[config.mk]
export PLATFORM = sky130hd
export DESIGN_NAME = fifo_block_reader
export DESIGN_NICKNAME = d
export VERILOG_FILES = /design/src/rtl/fifo_block_reader.sv
export SDC_FILE = /design/constraint.sdc
export NUM_CORES = 1
export LEC_CHECK = 0
export ABC_CLOCK_PERIOD_IN_PS = 2100
export BUFFER_PORTS_ARGS = -buffer_cell sky130_fd_sc_hd__buf_4
export CAP_MARGIN = 10
export CORE_UTILIZATION = 55
export CTS_BUF_LIST = sky130_fd_sc_hd__clkbuf_8
export CTS_CLUSTER_DIAMETER = 80
export DETAILED_ROUTE_END_ITERATION = 10
export PLACE_DENSITY = 0.88
export SETUP_SLACK_MARGIN = 0.02
export SYNTH_ARGS = -nofsm -noshare
export SYNTH_HDL_FRONTEND = slang
export SYNTH_SLANG_ARGS = --single-unit
[constraint.sdc]
create_clock -name clk -period 2.1 [get_ports clk]
set_input_delay 0.21 -clock clk [delete_from_list [all_inputs] [get_ports clk]]
set_output_delay 0.21 -clock clk [all_outputs]
set_load 0.01 [all_outputs]
[src/rtl/fifo_block_reader.sv]
// fifo_block_reader
//   Drains a show-ahead byte FIFO, packs NUMBITS-wide entries into one
//   BLOCKBYTES-entry block (first-popped entry in the MSBs) and presents the
//   block to the AES core over a valid/ready handshake. A flush closes a
//   partially filled block.
//   Optional build macro: BLOCK_PKCS7_PAD_EN -- when defined, the unfilled slots
//   of a flushed block carry the PKCS#7 pad value (BLOCKBYTES - byte_cnt);
//   when undefined, they are zero.
module fifo_block_reader #(
  parameter int NUMBITS    = 8,
  parameter int BLOCKBYTES = 16,
  parameter int CNTBITS    = 5
) (
  input  logic                          clk,
  input  logic                          n_rst,
  input  logic                          fifo_empty,
  input  logic [NUMBITS-1:0]            fifo_r_data,
  output logic                          fifo_r_enable,
  input  logic                          flush,
  input  logic                          block_ready,
  output logic                          block_valid,
  output logic [NUMBITS*BLOCKBYTES-1:0] block_data,
  output logic [CNTBITS-1:0]            block_nbytes
);

  localparam int W = NUMBITS * BLOCKBYTES;

  localparam logic [0:0] ST_FILL = 1'b0;
  localparam logic [0:0] ST_HOLD = 1'b1;

  logic [0:0]         r_state;
  logic [CNTBITS-1:0] r_byte_cnt;
  logic [W-1:0]       r_block;
  logic               r_valid;
  logic [CNTBITS-1:0] r_nbytes;

  logic w_cnt_nz;
  logic w_flush_close;
  logic w_pop;
  logic w_last_pop;
  logic w_handshake;

`ifdef BLOCK_PKCS7_PAD_EN
  // PKCS#7 pad value: number of missing entries, expressed as one FIFO entry.
  function automatic logic [NUMBITS-1:0] pkcs7_pad(input logic [CNTBITS-1:0] cnt);
    logic [CNTBITS-1:0] missing;
    missing = CNTBITS'(BLOCKBYTES) - cnt;
    return NUMBITS'(missing);
  endfunction
`endif

  // Pop / flush / handshake decode for the current state.
  always_comb begin
    w_cnt_nz      = (r_byte_cnt != {CNTBITS{1'b0}});
    w_flush_close = 1'b0;
    w_pop         = 1'b0;
    w_handshake   = 1'b0;
    case (r_state)
      ST_FILL: begin
        // A flush on a non-empty block wins over the pop; the FIFO is never
        // popped while empty because it does not protect against underflow.
        w_flush_close = flush && w_cnt_nz;
        w_pop         = !fifo_empty && !w_flush_close;
      end
      ST_HOLD: begin
        w_handshake = r_valid && block_ready;
      end
      default: begin
        w_flush_close = 1'b0;
        w_pop         = 1'b0;
        w_handshake   = 1'b0;
      end
    endcase
    w_last_pop = w_pop && (r_byte_cnt == CNTBITS'(BLOCKBYTES - 1));
  end

  assign fifo_r_enable = w_pop;
  assign block_valid   = r_valid;
  assign block_data    = r_block;
  assign block_nbytes  = r_nbytes;

  // Control state: FILL/HOLD, byte counter, valid flag and real-byte count.
  always_ff @(posedge clk or negedge n_rst) begin
    if (!n_rst) begin
      r_state    <= ST_FILL;
      r_byte_cnt <= {CNTBITS{1'b0}};
      r_valid    <= 1'b0;
      r_nbytes   <= {CNTBITS{1'b0}};
    end else begin
      case (r_state)
        ST_FILL: begin
          if (w_flush_close) begin
            r_state  <= ST_HOLD;
            r_valid  <= 1'b1;
            r_nbytes <= r_byte_cnt;
          end else if (w_pop) begin
            r_byte_cnt <= r_byte_cnt + CNTBITS'(1);
            if (w_last_pop) begin
              r_state  <= ST_HOLD;
              r_valid  <= 1'b1;
              r_nbytes <= CNTBITS'(BLOCKBYTES);
            end else begin
              r_state <= ST_FILL;
            end
          end else begin
            r_state <= ST_FILL;
          end
        end
        ST_HOLD: begin
          if (w_handshake) begin
            r_state    <= ST_FILL;
            r_valid    <= 1'b0;
            r_byte_cnt <= {CNTBITS{1'b0}};
          end else begin
            r_state <= ST_HOLD;
          end
        end
        default: begin
          r_state    <= ST_FILL;
          r_valid    <= 1'b0;
          r_byte_cnt <= {CNTBITS{1'b0}};
        end
      endcase
    end
  end

  // Block register: slot fill on pop, pad on flush, clear after handshake.
  always_ff @(posedge clk or negedge n_rst) begin
    if (!n_rst) begin
      r_block <= {W{1'b0}};
    end else if (w_handshake) begin
      r_block <= {W{1'b0}};
    end else if (w_pop) begin
      for (int k = 0; k < BLOCKBYTES; k++) begin
        if (r_byte_cnt == CNTBITS'(k)) begin
          r_block[W-1-NUMBITS*k -: NUMBITS] <= fifo_r_data;
        end
      end
    end else if (w_flush_close) begin
`ifdef BLOCK_PKCS7_PAD_EN
      for (int k = 0; k < BLOCKBYTES; k++) begin
        if (CNTBITS'(k) >= r_byte_cnt) begin
          r_block[W-1-NUMBITS*k -: NUMBITS] <= pkcs7_pad(r_byte_cnt);
        end
      end
`else
      // Unfilled slots are already zero since the last clear.
      r_block <= r_block;
`endif
    end else begin
      r_block <= r_block;
    end
  end

endmodule
==> metrics.txt <==
status=completed; clk buf depth=2; endpoints failing hold=0; row count=38; WP data required=1890 ps; ys flop type=dfrtp_1; Post-Syn Instances=596; fmax=0.487 GHz; Layout Nets=758; GRT overflow=0; Worst Max-Slew Pin Slew=681 ps; vias in the first global route=5473; most frequent cell after synthesis=dfrtp_1; class of the worst hold path=in2reg; data arrival time of the critical path=1840 ps; post-synth top area cell=dfrtp_1; post-synthesis instance area=6230 um2; I/O pin cnt=148; P&R area growth vs syn=29.1%; routed wire length=18900 um; chip width=108 um; dpl ws=14.6 ps; Synth warnings=0; Clock Tree Root=clkbuf_8; WL per Instance=21.2 um; port bufs=147; Initial Util=57.0%; Vias/cell=6.21; initial antenna violation count=0; Fill cells=715; first-pass GRT wire length=28900 um; post-synth net total=614; via count=5536; EDFF count, synth=0; routability cong.=0.844; Tmin final=2050 ps; Post-synth top cells=dfrtp_1, nand2_1, o21ai_0; max-slew violation count=0; clk sinks=140; Clock Pin Slew Worst Setup and Hold Paths=80 ps; placed cell areas=7540 um2; max_cap viols=0; dpl hpwl=12100 um; Die ar.=11800 um2; CORE AREA=10900 um2; average size of a mapped cell=10.5 um2; post-route setup TNS=0 ps; VDD IR max=0.554 mV; Crit Path Class=reg2out; CP endpoint kind=output pin; DRC=0; ys async rst share=100%; synth top area cells=dfrtp_1, mux2i_1, o21ai_0; pin count of the biggest net entering global routing=62; Max H-tree Level=4; DRT Pass-1 Iters=7; setup ws final=45.1 ps; Leak=4.21 nW; layout cell share with drive strength beyond 1=31.6%; CTS tree=yes; Seq/Total Area, Yosys=56.2%; Design Area, Final=8040 um2; post-synth cell types=47; Slew headroom=54.6%; Worst Clk Skew=6.31 ps; die height=108 um; Antenna Nets Post-Route=0; Critical Path Start Type=flip-flop; Post-Route Utilization=73.6%; final clock period utilization by the worst path=97.9%; clock latency reported for the late side of the worst-skew pair=450 ps; top cell type's share of synthesized area=56.2%; Multi-input gate area=2510 um2; n_diodes=0; Detailed Route Iter0 Violations=622; CTS buffer count=17; hold_ws=64.9 ps; Power Dens Cells=1060 nW/um2; endpoints failing setup=0; Reg area=3510 um2; Max Fanout on Critical Path=6; overall routing resource usage=32.9%; flops & latches, synth=140
layer usage:
layer	part of all wire, %	GRT usage [%]
met5	0	0
met4	5.2	18.1
met2	49	52.6
met3	9.1	8.08
met1	37	41.2
logic make-up (layout without fill, tap and decap cells):
kind of cell    count (synthesis)  after routing  synth area share (%)
flops                         140            140                  56.2
simple gates                  164            164                  13.8
fa+ha+maj                       5              5                  1.00
compound gates                156            156                  14.6
buf+inv                        70            226                  4.50
mux                            61             61                  9.82
final cells by class:
class	instances	share of cell area (%)
Sequential cell	140	43.6
Timing Repair Buffer	180	17.3
Clock buffer	18	3.08
Tap cell	140	2.18
Inverter	15	0.700
Clock inverter	13	1.90
Multi-Input combinational cell	386	31.2
through the flow:
stage	power, mW	instances
floorplan	4.86	596
global placement	5.97	853
detailed placement	6.10	853
CTS	8.34	887
global route	8.88	892
finish	8.50	892
cell usage in the layout (no fill, tap or decap), drive strengths merged, types with 2 or more instances in the layout:
cell / synthesis / layout
nor2: 4 / 4
nor3b: 4 / 4
clkinvlp: 0 / 3
a21oi: 50 / 50
inv: 15 / 17
o21ai: 73 / 73
buf: 16 / 179
mux2i: 60 / 60
bufinv: 0 / 3
clkbuf: 39 / 18
dfrtp: 140 / 140
o21a: 2 / 2
nand3: 55 / 55
o211a: 3 / 3
o211ai: 17 / 17
ha: 5 / 5
nor3: 2 / 2
o2111ai: 3 / 3
or3b: 4 / 4
a221o: 2 / 2
clkinv: 0 / 5
or4b: 2 / 2
and3: 2 / 2
nand2b: 3 / 3
nor4b: 3 / 3
nand2: 75 / 75
nand4: 2 / 2
worst paths after layout:
path / start / to / slack (ps) / cells past startpoint
setup / recovery: r_byte_cnt[0]$_DFFE_PN0P_ / fifo_r_enable / 50 / 6
hold / removal: block_ready / block_valid$_DFFE_PN0P_ / 60 / 3
setup reg to reg: r_byte_cnt[3]$_DFFE_PN0P_ / block_data[55]$_DFFE_PN0P_ / 90 / 4
hold reg to reg: block_data[63]$_DFFE_PN0P_ / block_data[63]$_DFFE_PN0P_ / 530 / 2
max in group asynchronous: n_rst / r_byte_cnt[4]$_DFFE_PN0P_ / 1070 / 3
min in group asynchronous: n_rst / block_data[84]$_DFFE_PN0P_ / 310 / 2
critical path: stages (launching register included):
cell and delay [ps]:
dfrtp_2 450, inv_1 90, ha_1 190, nor4b_4 250, o21a_2 180, buf_4 130, buf_4 110
flip-flops by register name, indices dropped and copies added (netlist names):
signal        count
r_state           1
r_byte_cnt        5
block_data      128
block_valid       1
block_nbytes      5
report_power, final:
| group | switching, mW | total, mW | internal [mW] |
|---|---|---|---|
| Sequential | 0.429 | 3.58 | 3.16 |
| Combinational | 1.48 | 2.68 | 1.21 |
| Clock | 1.04 | 2.23 | 1.19 |
| Total | 2.95 | 8.50 | 5.55 |
repair_timing:
| action | CTS | global route |
|---|---|---|
| hold buffers | 1 | 0 |
| pin swaps | 0 | 0 |
| hold endpoints to repair | 58 | 0 |
| gates resized for setup | 4 | 8 |
| buffers inserted | 2 | 5 |
| setup endpoints to repair | 2 | 33 |
Power figures use the tool's default switching activity.
